### src/rtl/sram_ctrl_pkg.sv
// Shared definitions for the SRAM request controller: default bus widths,
// FSM state encoding and a small state-decode helper.
package sram_ctrl_pkg;

    localparam int ADDR_W_DEF = 8;
    localparam int DATA_W_DEF = 32;

    typedef enum logic [2:0] {
        ST_IDLE     = 3'd0,
        ST_RD       = 3'd1,
        ST_RD_WAIT  = 3'd2,
        ST_WR       = 3'd3,
        ST_RMW_RD   = 3'd4,
        ST_RMW_WAIT = 3'd5,
        ST_RMW_WR   = 3'd6,
        ST_ACK      = 3'd7
    } state_t;

    // States in which the SRAM write strobe is asserted (before reset gating).
    function automatic logic state_writes(input state_t s);
        return (s == ST_WR) || (s == ST_RMW_WR);
    endfunction

endpackage

### src/rtl/sram_be_merge.sv
// Byte-enable merge: each byte comes from new_data where its enable is set,
// otherwise from old_data. Purely combinational.
module sram_be_merge #(
    parameter  int DATA_W = 32,
    localparam int BE_W   = DATA_W / 8
) (
    input  logic [DATA_W-1:0] old_data,
    input  logic [DATA_W-1:0] new_data,
    input  logic [BE_W-1:0]   be,
    output logic [DATA_W-1:0] merged
);

    always_comb begin
        merged = old_data;
        for (int i = 0; i < BE_W; i++) begin
            if (be[i]) begin
                merged[8*i +: 8] = new_data[8*i +: 8];
            end
        end
    end

endmodule

### src/rtl/sram_ctrl.sv
// Single-outstanding load/store controller in front of a 256x32 synchronous
// SRAM; partial-word stores are done as read-modify-write.
module sram_ctrl
    import sram_ctrl_pkg::*;
#(
    parameter  int ADDR_W = ADDR_W_DEF,
    parameter  int DATA_W = DATA_W_DEF,
    localparam int BE_W   = DATA_W / 8
) (
    input  logic              clk,
    input  logic              res,
    input  logic              req_valid,
    output logic              req_ready,
    input  logic              req_we,
    input  logic [ADDR_W-1:0] req_addr,
    input  logic [DATA_W-1:0] req_wdata,
    input  logic [BE_W-1:0]   req_be,
    output logic              rsp_valid,
    output logic [DATA_W-1:0] rsp_rdata,
    output logic              sram_we,
    output logic [ADDR_W-1:0] sram_addr,
    output logic [DATA_W-1:0] sram_din,
    input  logic [DATA_W-1:0] sram_dout
);

    state_t            state;
    logic [ADDR_W-1:0] addr_q;
    logic [DATA_W-1:0] wdata_q;
    logic [DATA_W-1:0] merged_q;
    logic [BE_W-1:0]   be_q;
    logic              we_q;
    logic [DATA_W-1:0] merged;

    sram_be_merge #(.DATA_W(DATA_W)) u_merge (
        .old_data (sram_dout),
        .new_data (wdata_q),
        .be       (be_q),
        .merged   (merged)
    );

    assign req_ready = (state == ST_IDLE);
    assign sram_addr = addr_q;
    assign sram_din  = (state == ST_RMW_WR) ? merged_q : wdata_q;
    // Gated by res so an in-flight write can never land during a reset cycle.
    assign sram_we   = !res && we_q && state_writes(state);

    always_ff @(posedge clk) begin
        if (res) begin
            state     <= ST_IDLE;
            rsp_valid <= 1'b0;
            rsp_rdata <= '0;
            addr_q    <= '0;
            wdata_q   <= '0;
            merged_q  <= '0;
            be_q      <= '0;
            we_q      <= 1'b0;
        end else begin
            rsp_valid <= 1'b0;
            case (state)
                ST_IDLE: begin
                    if (req_valid) begin
                        addr_q  <= req_addr;
                        wdata_q <= req_wdata;
                        be_q    <= req_be;
                        we_q    <= req_we;
                        if (!req_we) begin
                            state <= ST_RD;
                        end else if (&req_be) begin
                            state <= ST_WR;
                        end else if (|req_be) begin
                            state <= ST_RMW_RD;
                        end else begin
                            state <= ST_ACK;
                        end
                    end
                end
                ST_RD: begin
                    state <= ST_RD_WAIT;
                end
                ST_RD_WAIT: begin
                    rsp_rdata <= sram_dout;
                    rsp_valid <= 1'b1;
                    state     <= ST_IDLE;
                end
                ST_WR: begin
                    rsp_rdata <= wdata_q;
                    rsp_valid <= 1'b1;
                    state     <= ST_IDLE;
                end
                ST_RMW_RD: begin
                    state <= ST_RMW_WAIT;
                end
                ST_RMW_WAIT: begin
                    merged_q <= merged;
                    state    <= ST_RMW_WR;
                end
                ST_RMW_WR: begin
                    rsp_rdata <= merged_q;
                    rsp_valid <= 1'b1;
                    state     <= ST_IDLE;
                end
                ST_ACK: begin
                    rsp_rdata <= '0;
                    rsp_valid <= 1'b1;
                    state     <= ST_IDLE;
                end
                default: begin
                    state <= ST_IDLE;
                end
            endcase
        end
    end

endmodule
### config.mk
export PLATFORM = sky130hd
export DESIGN_NAME = sram_ctrl
export DESIGN_NICKNAME = d
export VERILOG_FILES = /design/src/rtl/sram_ctrl_pkg.sv /design/src/rtl/sram_be_merge.sv /design/src/rtl/sram_ctrl.sv
export SDC_FILE = /design/constraint.sdc
export NUM_CORES = 1
export LEC_CHECK = 0
export CAP_MARGIN = 40
export CORE_AREA = 2 2 123 125
export CTS_BUF_LIST = sky130_fd_sc_hd__clkbuf_16
export CTS_CLUSTER_SIZE = 8
export DETAILED_ROUTE_END_ITERATION = 12
export DIE_AREA = 0 0 125 127
export HOLD_SLACK_MARGIN = 0.15
export PLACE_DENSITY_LB_ADDON = 0.25
export SLEW_MARGIN = 40
export SYNTH_ARGS = -nofsm -noshare
export SYNTH_HDL_FRONTEND = slang
export SYNTH_SLANG_ARGS = --single-unit
### constraint.sdc
create_clock -name clk -period 2.05 [get_ports clk]
set_input_delay 0.205 -clock clk [delete_from_list [all_inputs] [get_ports clk]]
set_output_delay 0.205 -clock clk [all_outputs]
set_load 0.02 [all_outputs]
==> impl_metrics.csv, run 1 <==
group,metric,value,unit
status,status,"finished clean",
setup_path,crit_chain,"nor2b_4, nand2_4, buf_12, mux2_2, dlygate4sd2_1",
sta,finalHoldViolCount,0,
setup_path,worst_path_max_delay_cell,"dfxtp_2",
placement,placed_area,7120,µm²
global_routing,grt-ovfl-total,0,
setup_path,criticalPathCategory,"flop to primary output",
sta,slew_violations,0,
setup_path,max_stage_delay,0.32,ns
sta,layout_setup_ws,0.101,ns
clocking,clockRootBuffer,"clkbuf_16",
synth,yosysWarnings,0,
synth,synth-seq-cells,113,
synth,postSynthCellCount,617,
die,core,14400,µm²
synth,synth_compound_area_frac,0.156,
clocking,cts_tree,"built",
placement,globalplace.congestion,0.778,
setup_path,end_kind,"primary output",
route,wl_per_cell,16.3,µm
sta,rsz0062_at_grt,"false",
final_layout,finalNetCount,831,
clocking,cts_sinks,113,
route,drt_iter0_drc,338,
die,start_util,0.377,
global_routing,grt_pass1_vias,4969,
sta,timing.fmax,513,MHz
job,cap_violations,0,
die,die_h,127,µm
synth,synth.avg_cell_area,8.81,µm²
synth,yosys.cell_types.count,31,
clocking,clock_latency,0.40,ns
final_layout,fillers,1334,
placement,dpl_worst_slack,0.160,ns
die,ios,155,
pwr,leakagePower,2.78,nW
route,vias,4966,
route,wl,15500,µm
final_layout,fin_area,7670,µm²
route,drtPass1Iterations,4,
route,drc,0,
sta,setup_violations,0,
pwr,peakVddDrop,0.000516,V
synth,muxShareOfSynthArea,0.184,
sta,fin_setup_tns,0,ns
synth,netlist_top_cells_area,"dfxtp_1 42%, mux2i_1 12%, nand2_1 8.6%, mux2_2 6.8%, o221a_2 6.4%",
die,dieArea,15900,µm²
synth,synth_top_area_share,0.416,
sta,fin_crit,1.95,ns
final_layout,drive_gt1_frac,0.173,
sta,relSlewSlack,0.608,
global_routing,grt_pass1_wl,25100,µm
route,viasPerCell,5.24,
clocking,cts_setup_buffers,0,
global_routing,grt_max_degree,114,
synth,synth_area,5440,µm²
min_path,hp-class,"input port to flop",
sta,finalClockSkew,0.00992,ns
sta,fin_crit_sh,0.951,
placement,port_buffers,154,
final_layout,diodes,0,
final_layout,final_common_cell,"nand2_1",
die,core.rowCount,44,
clocking,cts_made_buffers,17,
die,die_w,125,µm
setup_path,crit_required,1.85,ns
synth,synth-simple-area-share,0.180,
sta,whs,0.347,ns
synth,synth_adder_area_share,0,
setup_path,critPathMaxFanout,11,
setup_path,startpoint_type,"flop",
clocking,htreeDepth,4,
global_routing,grtUsageTotal,0.196,
clocking,cts_max_path_buffers,2,
pwr,finalPower,6.13,mW
final_layout,layout_common_cells,"123 x nand2_1, 119 x clkdlybuf4s50_1, 110 x dfxtp_1",
route,ant_nets,0,
final_layout,syn_to_final_growth,41.0,%
synth,synth_top_family_by_area,"multiplexers",
setup_path,arrival,1.74,ns
synth,syn_nets,697,
sta,max_slew.worst_pin.slew,0.587,ns
synth,synthXorXnorAreaFrac,0.00161,
synth,synth_top_area_cell,"dfxtp_1",
pwr,power.density,800,nW/µm²
synth,seq_area_frac_synth,0.416,
clocking,path_clk_slew,0.05,ns
placement,hpwl,10400,µm
global_routing,antenna_found_initial,0,
-- cells in the mapped netlist --
cell type  number
nand2_1       124
buf_2          15
nand3b_1        1
and4_1          1
a21oi_1        44
a211oi_1       32
nor2b_1         2
xor2_1          1
nor4_1          1
mux2_2         33
o21ai_0         1
and3_1          1
o221a_2        31
inv_1           2
nor3b_1         1
and3b_1         1
mux2i_1        63
dfxtp_1       113
buf_1           5
buf_6          10
a311oi_1        1
o32ai_1         1
nand3b_2        1
buf_4           4
clkbuf_1       26
nor4b_4         1
nor2_1         65
nor3_1         33
or4b_1          1
a31oi_1         1
o31ai_1         1
-- where the power goes --
group / internal, mW / switching [mW]
registers: 2.33 / 0.124
logic: 0.555 / 0.572
clock network: 1.60 / 0.949
total: 4.49 / 1.64
-- path summary, 6_finish.rpt --
path	from	endpoint	slack, ns	cells after the start
max	state[2]	sram_din[25]	0.10	5
min	req_wdata[28]	wdata_q[28]	0.35	3
max reg2reg	state[2]	merged_q[14]	0.22	6
min reg2reg	sram_addr[3]	sram_addr[3]	0.46	2
-- worst max-delay path, delay by kind of cell (launching register included) --
kind,cells,cell delay (ns)
buf+inv,2,0.46
flops,1,0.32
simple gates,2,0.22
mux,1,0.32
-- state kept, by name (all words and copies together), names as in the netlist --
register and cells:
be_q 4, merged_q 32, rsp_rdata 32, rsp_valid 1, sram_addr 8, state 3
wdata_q 32, we_q 1
-- cell families (layout without fill, tap and decap cells) --
family,after synthesis,in the layout
mux,96,96
simple gates,233,233
compound gates,112,112
flops,113,113
xor+xnor,1,1
buf+inv,62,209
-- per-stage QoR --
stage,utilization,instances
3_3_place_gp,0.494,915
4_1_cts,0.531,948
3_5_place_dp,0.494,915
5_1_grt,0.531,948
6_report,0.531,948
2_1_floorplan,-,617
-- per-layer routing --
layer,share of wire,global-route usage
met3,0.065,0.0544
met4,0.0085,0.0673
met2,0.46,0.316
met5,0,0
met1,0.46,0.254
-- final cells by class --
cell class                 instances  area, µm²  share of cell area
timing repair buffer             175       1800               0.234
clock inverter                    15       87.6              0.0114
inverter                           2       7.51            0.000979
sequential                       113       2270               0.296
multi-input combinational        442       2850               0.372
clock buffer                      17        425              0.0555
tap                              184        230              0.0300
-- repair_timing --
action | in CTS | in global routing
pin swaps | 0 | 1
hold buffers | 1 | 0
endpoints found under the setup margin | 33 | 32
endpoints found under the hold margin | 1 | 0
gates resized for setup | 74 | 5
No activity file was read; power rests on OpenSTA's default activity.
==> run 2, diff against run 1 <==
TNS_END_PERCENT = 10   (was unset)
==> run 2 against run 1 <==
Effect of this change:
- via count down 0.10%
- cell count is the same
- total power up 0.12%
- worst setup slack got worse by 0.087 ns
- clock power about the same
- utilization hardly changed
- maximum frequency shrank 4.3%
- sequential power about the same
- critical endpoint is now req_ready
- largest cell class unchanged
==> impl_metrics.csv, run 2 (synthesized netlist as in run 1, its figures left out) <==
group,metric,value,unit
status,status,"finished clean",
final_layout,layout_common_cells,"123 x nand2_1, 120 x clkdlybuf4s50_1, 110 x dfxtp_1",
route,ant_nets,0,
final_layout,diodes,0,
setup_path,crit_required,1.85,ns
placement,dpl_worst_slack,0.160,ns
die,die_h,127,µm
global_routing,grt-ovfl-total,0,
sta,timing.fmax,491,MHz
route,met1_length,7210,µm
setup_path,arrival,1.83,ns
sta,rsz0062_at_grt,"true",
setup_path,r2r_cells,6,
route,wl_per_cell,16.4,µm
route,top_layer,"met4",
min_path,hp-class,"input port to flop",
route,drt_iter0_drc,324,
die,dieArea,15900,µm²
pwr,leakagePower,2.78,nW
sta,max_slew.worst_pin.slew,0.591,ns
setup_path,critPathMaxFanout,11,
route,drtPass1Iterations,4,
sta,layout_setup_ws,0.0146,ns
clocking,cts_setup_buffers,0,
min_path,min_path_cells,3,
sta,finalClockSkew,0.00633,ns
setup_path,criticalPathCategory,"flop to primary output",
placement,port_buffers,154,
final_layout,largest_registers,"merged_q: 32 flops, rsp_rdata: 32 flops, wdata_q: 32 flops",
clocking,cts_tree,"built",
placement,globalplace.congestion,0.778,
global_routing,grtUsageTotal,0.196,
pwr,power.density,801,nW/µm²
placement,placed_area,7120,µm²
global_routing,grt_pass1_wl,25100,µm
sta,relSlewSlack,0.606,
sta,slew_violations,0,
die,core,14400,µm²
global_routing,grt_max_degree,114,
job,cap_violations,0,
clocking,clock_latency,0.41,ns
clocking,htreeDepth,4,
placement,hpwl,10400,µm
clocking,clockRootBuffer,"clkbuf_16",
final_layout,finalNetCount,831,
route,wl_met2,7100,µm
setup_path,reg2reg_slack,0.21,ns
setup_path,startpoint_type,"flop",
clocking,path_clk_slew,0.05,ns
final_layout,drive_gt1_frac,0.173,
setup_path,end_kind,"primary output",
route,vias,4961,
placement,placedCellCount,915,
final_layout,fin_area,7660,µm²
route,wl,15500,µm
final_layout,syn_to_final_growth,40.9,%
die,start_util,0.377,
final_layout,final_common_cell,"nand2_1",
clocking,cts_sinks,113,
sta,finalHoldViolCount,0,
die,ios,155,
global_routing,grt_pass1_vias,4969,
clocking,cts_made_buffers,17,
sta,fin_setup_tns,0,ns
route,viasPerCell,5.23,
sta,fin_crit,2.04,ns
pwr,peakVddDrop,0.000524,V
final_layout,stdcell_count,948,
die,core.rowCount,44,
sta,setup_violations,0,
clocking,cts_max_path_buffers,2,
sta,whs,0.346,ns
die,die_w,125,µm
global_routing,antenna_found_initial,0,
route,drc,0,
sta,fin_crit_sh,0.993,
route,wl_met3,1000,µm
==> run 2: cell types whose count changed in the layout (fill, tap and decap cells not counted) <==
cell             delta
clkdlybuf4s50_1     +1
dlymetal6s2s_1      -1
==> run 2: area by class of cell <==
class / count / area (µm²)
Fill cell: 1335 / 6760
Multi-Input combinational cell: 442 / 2850
Sequential cell: 113 / 2270
Timing Repair Buffer: 175 / 1790
Clock buffer: 17 / 425
Tap cell: 184 / 230
Clock inverter: 15 / 87.6
Inverter: 2 / 7.51
==> run 2: path summary, 6_finish.rpt <==
path | from | endpoint
worst min-delay path | req_wdata[28] | wdata_q[28]
worst min register to register | sram_addr[5] | sram_addr[5]
worst max register to register | state[2] | merged_q[6]
worst max-delay path | state[0] | req_ready
==> run 2: worst max-delay path, cell delays in order (launching register included) <==
cell,delay (ns)
dfxtp_4,0.36
buf_4,0.19
nor3_1,0.21
clkdlybuf4s50_1,0.66
==> run 2: routing by layer <==
metal / vias to the layer above / GRT usage
met3: 16 / 0.0544
met4: 0 / 0.0673
met1: 2343 / 0.254
met2: 154 / 0.316
li1: 2448 / -
met5: - / 0
==> run 2: timing repair <==
item / CTS / global route
gates resized for setup: 74 / 4
setup endpoints to repair: 33 / 32
hold buffers: 1 / 0
endpoints found under the hold margin: 1 / 0
pin swaps: 0 / 1
==> run 2: metrics by stage <==
| stage | utilization | total power, mW |
|---|---|---|
| final | 0.531 | 6.14 |
| after global routing | 0.531 | 6.41 |
| after CTS | 0.531 | 6.18 |
| after detailed placement | 0.494 | 3.64 |
| after global placement | 0.494 | 3.62 |
| after floorplan | - | 3.14 |
==> run 2: power by group <==
part	switching [mW]	internal (mW)	total, mW
logic	0.573	0.555	1.13
registers	0.125	2.33	2.45
clock network	0.954	1.60	2.56
